### src/rtl/ym_voice_scheduler.sv
// ym_voice_scheduler: walks NUM_CH voices once per sample tick through one
// shared wavetable ROM port, accumulates the returned samples and emits one
// saturated mixed sample per frame.
//
// ROM handshake: rom_req is a one-cycle strobe with no ready/backpressure;
// rom_addr/rom_sel are valid while rom_req is high, and rom_data must be
// valid in the cycle immediately after rom_req (it is sampled at the end of
// that cycle).
module ym_voice_scheduler #(
  parameter int NUM_CH  = 8,
  parameter int TBL_LEN = 2500,
  parameter int ADDR_W  = 12
) (
  input  logic              phiM,
  input  logic              IC,
  input  logic              sample_tick,
  input  logic              wr_en,
  input  logic [7:0]        wr_addr,
  input  logic [7:0]        wr_data,
  output logic              rom_req,
  output logic [ADDR_W-1:0] rom_addr,
  output logic [1:0]        rom_sel,
  input  logic [15:0]       rom_data,
  output logic [15:0]       mix_out,
  output logic              mix_valid,
  output logic              busy,
  output logic              overrun,
  output logic [1:0]        dbg_state
);

  localparam int CH_W  = $clog2(NUM_CH);
  localparam int ACC_W = 16 + CH_W;

  typedef enum logic [1:0] {
    S_IDLE    = 2'd0,
    S_ISSUE   = 2'd1,
    S_CAPTURE = 2'd2,
    S_OUT     = 2'd3
  } state_t;

  state_t                   state;
  logic [CH_W-1:0]          ch;
  logic signed [ACC_W-1:0]  acc;
  logic                     issued;

  logic [NUM_CH-1:0]        kon;
  logic [ADDR_W-1:0]        phase    [NUM_CH];
  logic [6:0]               key_code [NUM_CH];
  logic [1:0]               wave;

  logic                     kon_wr;
  logic                     kc_wr;
  logic [CH_W-1:0]          kon_idx;
  logic [CH_W-1:0]          kc_idx;
  logic [7:0]               kc_off;
  logic [7:0]               cur_step;
  logic [ADDR_W:0]          phase_sum;
  logic [ADDR_W-1:0]        phase_next;
  logic signed [ACC_W-1:0]  rom_ext;
  logic [15:0]              sat_val;
  logic                     unused_wr_bit;

  // Key code -> phase step: base step per note, then shift by octave around 5.
  function automatic logic [7:0] key_step(input logic [6:0] kc);
    logic [7:0] base;
    logic [2:0] oct;
    oct = kc[6:4];
    case (kc[3:0])
      4'd1:    base = 8'd27;
      4'd2:    base = 8'd29;
      4'd3:    base = 8'd31;
      4'd4:    base = 8'd32;
      4'd5:    base = 8'd34;
      4'd6:    base = 8'd36;
      4'd7:    base = 8'd39;
      4'd8:    base = 8'd41;
      4'd9:    base = 8'd43;
      4'd10:   base = 8'd46;
      4'd11:   base = 8'd49;
      4'd12:   base = 8'd51;
      default: base = 8'd0;
    endcase
    if (oct >= 3'd5) key_step = base << (oct - 3'd5);
    else             key_step = base >> (3'd5 - oct);
  endfunction

  assign unused_wr_bit = wr_data[7];

  // Register-bus decode; channel numbers outside the voice range are dropped.
  always_comb begin
    kc_off  = wr_addr - 8'h28;
    kon_wr  = wr_en && (wr_addr == 8'h08) && (int'(wr_data[2:0]) < NUM_CH);
    kon_idx = CH_W'(wr_data[2:0]);
    kc_wr   = wr_en && (wr_addr >= 8'h28) && (int'(kc_off) < NUM_CH);
    kc_idx  = CH_W'(kc_off);
  end

  // Current-channel datapath: modulo phase advance and sign-extended ROM sample.
  always_comb begin
    cur_step  = key_step(key_code[ch]);
    phase_sum = {1'b0, phase[ch]} + (ADDR_W+1)'(cur_step);
    if (phase_sum >= (ADDR_W+1)'(TBL_LEN))
      phase_next = ADDR_W'(phase_sum - (ADDR_W+1)'(TBL_LEN));
    else
      phase_next = ADDR_W'(phase_sum);
    rom_ext = {{CH_W{rom_data[15]}}, rom_data};
  end

  // Clamp the wide accumulator into the signed 16-bit output range.
  always_comb begin
    if (!acc[ACC_W-1] && (|acc[ACC_W-2:15]))
      sat_val = 16'h7FFF;
    else if (acc[ACC_W-1] && !(&acc[ACC_W-2:15]))
      sat_val = 16'h8000;
    else
      sat_val = acc[15:0];
  end

  assign busy      = (state != S_IDLE);
  assign rom_req   = (state == S_ISSUE) && kon[ch] && (wave != 2'd3);
  assign rom_addr  = rom_req ? phase[ch] : '0;
  assign rom_sel   = rom_req ? wave : 2'd0;
  assign dbg_state = state;

  // Frame sequencer: IDLE -> (ISSUE -> CAPTURE) x NUM_CH -> OUT -> IDLE.
  always_ff @(posedge phiM) begin
    if (IC) begin
      state     <= S_IDLE;
      ch        <= '0;
      acc       <= '0;
      issued    <= 1'b0;
      mix_out   <= 16'h0000;
      mix_valid <= 1'b0;
      overrun   <= 1'b0;
    end else begin
      mix_valid <= 1'b0;
      overrun   <= sample_tick && (state != S_IDLE);
      case (state)
        S_IDLE: begin
          if (sample_tick) begin
            ch    <= '0;
            acc   <= '0;
            state <= S_ISSUE;
          end
        end
        S_ISSUE: begin
          issued <= rom_req;
          state  <= S_CAPTURE;
        end
        S_CAPTURE: begin
          if (issued) acc <= acc + rom_ext;
          if (ch == CH_W'(NUM_CH - 1)) begin
            state <= S_OUT;
          end else begin
            ch    <= ch + CH_W'(1);
            state <= S_ISSUE;
          end
        end
        S_OUT: begin
          mix_out   <= sat_val;
          mix_valid <= 1'b1;
          state     <= S_IDLE;
        end
        default: state <= S_IDLE;
      endcase
    end
  end

  // Per-voice registers; a key-control write to a voice beats its phase advance.
  always_ff @(posedge phiM) begin
    if (IC) begin
      kon  <= '0;
      wave <= 2'd0;
      for (int i = 0; i < NUM_CH; i++) begin
        phase[i]    <= '0;
        key_code[i] <= '0;
      end
    end else begin
      if (wr_en && (wr_addr == 8'h1B)) wave <= wr_data[1:0];
      for (int i = 0; i < NUM_CH; i++) begin
        if (kon_wr && (kon_idx == CH_W'(i))) begin
          kon[i] <= wr_data[3];
          if (wr_data[3]) phase[i] <= '0;
        end else if ((state == S_CAPTURE) && issued && (ch == CH_W'(i))) begin
          phase[i] <= phase_next;
        end
        if (kc_wr && (kc_idx == CH_W'(i))) key_code[i] <= wr_data[6:0];
      end
    end
  end

endmodule

### config.mk
export PLATFORM = sky130hd
export DESIGN_NAME = ym_voice_scheduler
export DESIGN_NICKNAME = d
export VERILOG_FILES = /design/src/rtl/ym_voice_scheduler.sv
export SDC_FILE = /design/constraint.sdc
export NUM_CORES = 1
export LEC_CHECK = 0
export BUFFER_PORTS_ARGS = -buffer_cell sky130_fd_sc_hd__buf_2
export CAP_MARGIN = 10
export CORE_ASPECT_RATIO = 1.25
export CORE_UTILIZATION = 35
export DETAILED_ROUTE_END_ITERATION = 7
export GPL_TIMING_DRIVEN = 0
export RECOVER_POWER = 50
export SYNTH_ARGS = -nofsm -noshare
export SYNTH_HDL_FRONTEND = slang
export SYNTH_SLANG_ARGS = --single-unit
### constraint.sdc
create_clock -name phiM -period 8.7 [get_ports phiM]
set_input_delay 0.435 -clock phiM [delete_from_list [all_inputs] [get_ports phiM]]
set_output_delay 0.435 -clock phiM [all_outputs]
set_load 0.03 [all_outputs]
Word-level counts from Yosys, hierarchy flattened
Memory sizes are Yosys's and may differ from the RTL's. A register that Yosys moved wholly into a read port is not among the register bits.
Index checks and enable logic that the tools add are counted.
{ "classes": {"n_addsub": 7, "mul": 0, "n_div": 0, "order_cmp": 5, "n_eq_ne": 30, "shifts": 2, "mux": 129, "bitwise_logic": 24, "n_reduce_logical": 46} }
{ "ops": {"columns": ["cell", "n"], "rows": [
  ["2-to-1 mux 12 bit", 18],
  ["2-to-1 mux 1 bit", 85],
  ["2-to-1 mux 7 bit", 8],
  ["2-to-1 mux 19 bit", 2],
  ["one-hot mux 19 bit (2 select lines)", 1],
  ["== test 3 bit, second input constant", 12],
  ["logical AND 1 bit", 34],
  ["2-to-1 mux 16 bit", 2],
  ["OR 1 bit", 24],
  ["adder 19 x 16 -> 19 bit", 1],
  ["== test 3 x 2 -> 1 bit, second input constant", 6],
  ["2-to-1 mux 3 bit", 6],
  ["adder 12 x 8 -> 13 bit", 1],
  [">= comparator 13 x 12 -> 1 bit, second input constant", 1],
  ["subtractor 12 bit, second input constant", 1],
  ["== test 3 x 1 -> 1 bit, second input constant", 3],
  ["zero test 3 bit", 3],
  ["AND reduction 3 bit", 3],
  ["== test 8 x 4 -> 1 bit, second input constant", 1],
  ["== test 8 x 5 -> 1 bit, second input constant", 1],
  [">= comparator 8 x 6 -> 1 bit, second input constant", 1],
  ["less-than comparator 8 x 4 -> 1 bit, second input constant", 1],
  ["2-to-1 mux 8 bit", 1],
  ["inequality test 2 bit, second input constant", 4],
  ["18 further kinds", 23]
]} }
{ "word_totals": {"ff_bits": 53, "latch_bits": 0, "ram_bits": 152, "mem_bits_ro": 96, "input_bits": 36, "output_inout_bits": 36, "word_cells": 262, "mem_count": 3} }
{ "memory_table": {"columns": ["name", "depth", "width", "read_ports", "rd_clocked_by_memory_dff", "write_ports", "line_no", "text"], "rows": [
  ["(name not given)", 16, 6, 1, 0, 0, "68", "case (kc[3:0])"],
  ["phase", 8, 12, 1, 1, 8, "47", "logic [ADDR_W-1:0] phase [NUM_CH];"],
  ["key_code", 8, 7, 1, 1, 8, "48", "logic [6:0] key_code [NUM_CH];"]
]} }

Depth between registers and ports, before layout
{ "logic_depth": {"depth_word": 8, "mapped_depth": 27, "mapped_depth_nobuf": 23} }

Worst setup path after synthesis
OpenSTA, ideal clock, no wires.
{ "synth_timing": {"path_type": "register -> register", "from": "reg with a tool-made name", "to": "mem phase[0][9], data pin", "setup_ns": 0.273, "arrival_ns": 7.012, "t_required_ns": 8.427, "slack_ns": 1.414, "path_stages_with_launch": 25, "n_path_buf": 3, "period_less_slack_ns": 7.286, "cell_sequence": "dfxtp_1 -> buf_2 -> buf_2 -> buf_2 -> mux4_2 -> mux2i_1 -> inv_1 -> ha_1 -> a21oi_1 -> o22ai_1 -> nand2_1 -> a21oi_1 -> a21oi_1 -> o21ai_0 -> ha_1 -> fa_1 -> a21o_1 -> a211o_1 -> a211o_1 -> or4_4 -> a22o_4 -> a2111oi_4 -> o32ai_1 -> xnor2_1 -> nor2_1"} }
{ "synth_lines": {"columns": ["item", "line_no"], "rows": [
  ["end, declared", "47"]
]} }

==> reports/qor.yml <==
clock_tree:
  clock_sinks: 208
  cts_root_buffer: "clkbuf_16"
  cts_tree: "done"
  insertion_delay_ps: 510
  htree_levels: 1
  cts_buffers: 21
  clockBufferDepth: 3
  clkTransAtPathRegs_ps: 60
  holdBufCountCts: 0
sta:
  fmax_mhz: 124.5
  min_period_ps: 8033
  grt_setup_unrepaired: "false"
  setup_ws_ps: 667.1
  drv_slew: 0
  final-hold-violation-count: 0
  fin_crit_sh: 0.9233
  finalSetupViolCount: 0
  relSlewSlack: 0.3174
  skew_ps: 19.55
  tightest_slew_ps: 995.5
global_route:
  grt.total_usage: 0.1849
  grt_overflow: 0
  grt_pass1_wl_um: 47640
  antenna_found_initial: 4
  grt_max_degree: 15
  first_global_vias: 8837
power:
  p_sw_uw: 640.7
  power_density_nw_per_um2: 180.2
  p_leak_uw: 0.004823
  p_clk_frac: 0.367
  intPower_uw: 1709
  power_frac_comb: 0.163
  switching_share: 0.2726
  p_seq_frac: 0.469
  vdd_ir_drop_max_mv: 0.1290
floorplan:
  die_y_um: 204.4
  rows: 73
  dieArea_um2: 33500
  coreArea_um2: 32060
  start_util: 0.3578
  pin_count: 72
  die_w_um: 163.9
route:
  routed_wirelength_um: 30130
  via_count: 8497
  vias_per_cell: 5.331
  drtAntennaViolNets: 0
  dr.pass1.iters: 7
  first_iter_violations: 540
  wl_per_cell_um: 18.90
  drc: 0
finish:
  multi_input_area_um2: 5513
  final_common_cell: "nor2_1"
  fillers: 3118
  drive_gt1_frac: 0.1423
  nets: 1248
  mostFrequentLayoutCells: "202 x nor2_1, 152 x edfxtp_1, 84 x nand2_1"
  regArea_um2: 5685
  syn_to_final_growth_pct: 13.69
  finalCoreUtilization: 0.4067
logic_synthesis:
  synth_flop_cell: "edfxtp_1"
  ys_warn_count: 0
  synth.cell_area_um2: 11470
  synthArstFlopShare: 0
  synth_area_leaders: "edfxtp_1 40%, dfxtp_1 9.8%, mux4_2 8.2%"
  syn_inst: 1072
  synth_edf_count: 152
  synth_top_area_frac: 0.3979
  yosysSeqAreaShare: 0.4957
  syn_avg_cell_area_um2: 10.70
  ys_types: 65
  ys_seq_elements: 208
  syn-num-nets: 1154
  yosysTopAreaCell: "edfxtp_1"
run:
  drv_cap: 0
critical_path:
  slowest_stage: "mux4_2"
  cpMostUsedCell: "buf_2"
  end_kind: "flip-flop"
  r2r_setup_slack_ps: 670
  worstPathArrival_ps: 8380
  slowest_delay_ps: 610
  critical_path_class: "flip-flop to flip-flop"
  cp.required_ps: 9050
  r2r_end: "phase[2][8]"
  cp-start-kind: "flip-flop"
  crit_path_max_fanout: 11
  r2r_cells: 25
place:
  place_ws_ps: -476.7
  gp_congestion: 0.8641
  dp.final_hpwl_um: 21930
  port_buffers: 69
min_path:
  holdPathEnd: "dbg_state[0]"
  hold_depth: 3
  hold_path_startpoint: "sample_tick"
  hold_path.class: "input port to flip-flop"
status:
  outcome: "finished, final reports clean"
[critical path, delay by kind of cell, from the launching register on]
family          cells  cell delay, ps
simple gates        5            1360
compound gates     10            2800
flops               1             480
buf+inv             6            1680
mux                 2             980
fa+ha+maj           2             540
[worst max-delay path by stage]
stage                    from          end  slack [ps]  cells past startpoint
floorplan           flip-flop  phase[0][9]        1410                     24
global placement    flip-flop  phase[7][9]        -330                     24
detailed placement  flip-flop  phase[0][9]        -480                     24
CTS                 flip-flop  phase[6][2]          20                     24
global route        flip-flop  phase[2][8]          20                     25
finish              flip-flop  phase[2][8]         670                     25
[registers in the layout, summed over array words and instances (netlist names), 2 cells and up, named ones only]
name and cells:
key_code 56, ch 3, acc 19, mix_out 16, dbg_state 2, phase 96
kon 8, wave 2
[repair_timing]
item                                    4_1_cts  5_1_grt
setup buffers                                 0        2
gates resized for setup                       3       12
pin swaps                                     0        2
endpoints found under the setup margin       71       72
gates cloned                                  0        0
endpoints found under the hold margin         0        0
[logic make-up (layout without fill, tap and decap cells)]
family,after synthesis,count (layout),synth area share
compound gates,204,204,0.1171
xor+xnor,33,33,0.02520
simple gates,405,405,0.1559
other cells,0,1,0
flops,208,208,0.4957
mux,87,87,0.1241
fa+ha+maj,46,46,0.05149
buf+inv,89,198,0.03054
[layer usage]
metal | routed length [µm] | track usage | part of all wire | up-vias
met2 | 15370 | 0.3331 | 0.51 | 218
met5 | 36 | 0 | 0.0012 | -
met4 | 600 | 0.04927 | 0.020 | 6
met1 | 12360 | 0.2216 | 0.41 | 4124
li1 | - | - | - | 4106
met3 | 1771 | 0.03713 | 0.059 | 43
[through the flow]
| stage | cell area, µm² | hold WS [ps] | power [µW] | TNS, ps | instances |
|---|---|---|---|---|---|
| after CTS | 12980 | 204.8 | 2351 | 0 | 1591 |
| final | 13040 | 223.0 | 2350 | 0 | 1594 |
| after global routing | 13040 | 217.3 | 2454 | 0 | 1593 |
| after detailed placement | 12330 | 444.7 | 1482 | -21570 | 1553 |
| after global placement | 12330 | 439.8 | 1476 | -12730 | 1553 |
| after floorplan | 11470 | 428.7 | 1381 | 0 | 1072 |
[layout make-up]
class | instances | share of cell area
inverter | 39 | 0.01123
sequential | 208 | 0.4360
buffer | 50 | 0.01602
clock inverter | 11 | 0.006908
clock buffer | 27 | 0.04203
multi-input combinational | 775 | 0.4228
antenna | 1 | 0.0001919
timing repair buffer | 71 | 0.02533
tap | 412 | 0.03953
[power by group through the flow]
stage               Clock (µW)  Combinational (µW)  Sequential, µW
floorplan                    0                 260            1120
global placement             0                 353            1120
detailed placement           0                 357            1120
CTS                        887                 361            1100
global route               924                 424            1110
finish                     863                 383            1100
[synth_stat cells, types with 5 or more instances]
library cell and n:
a22o_1 5, nand2b_1 21, dfxtp_1 56, nand4_1 5, o22ai_1 5, buf_1 6, a21oi_1 72, o21bai_1 7
a22oi_1 14, nand3_1 24, nor2b_1 15, edfxtp_1 152, clkbuf_1 36, o21ai_0 31, a211oi_1 6, inv_1 37
xnor2_1 30, o31ai_1 6, ha_1 44, a31oi_1 5, a21o_1 13, nand2_1 84, mux2i_1 23, mux4_2 42
buf_2 7, mux2_2 22, and2_1 7, and3_1 7, nor2_1 202, nor3_1 19
(Power assumes the default switching activity.)
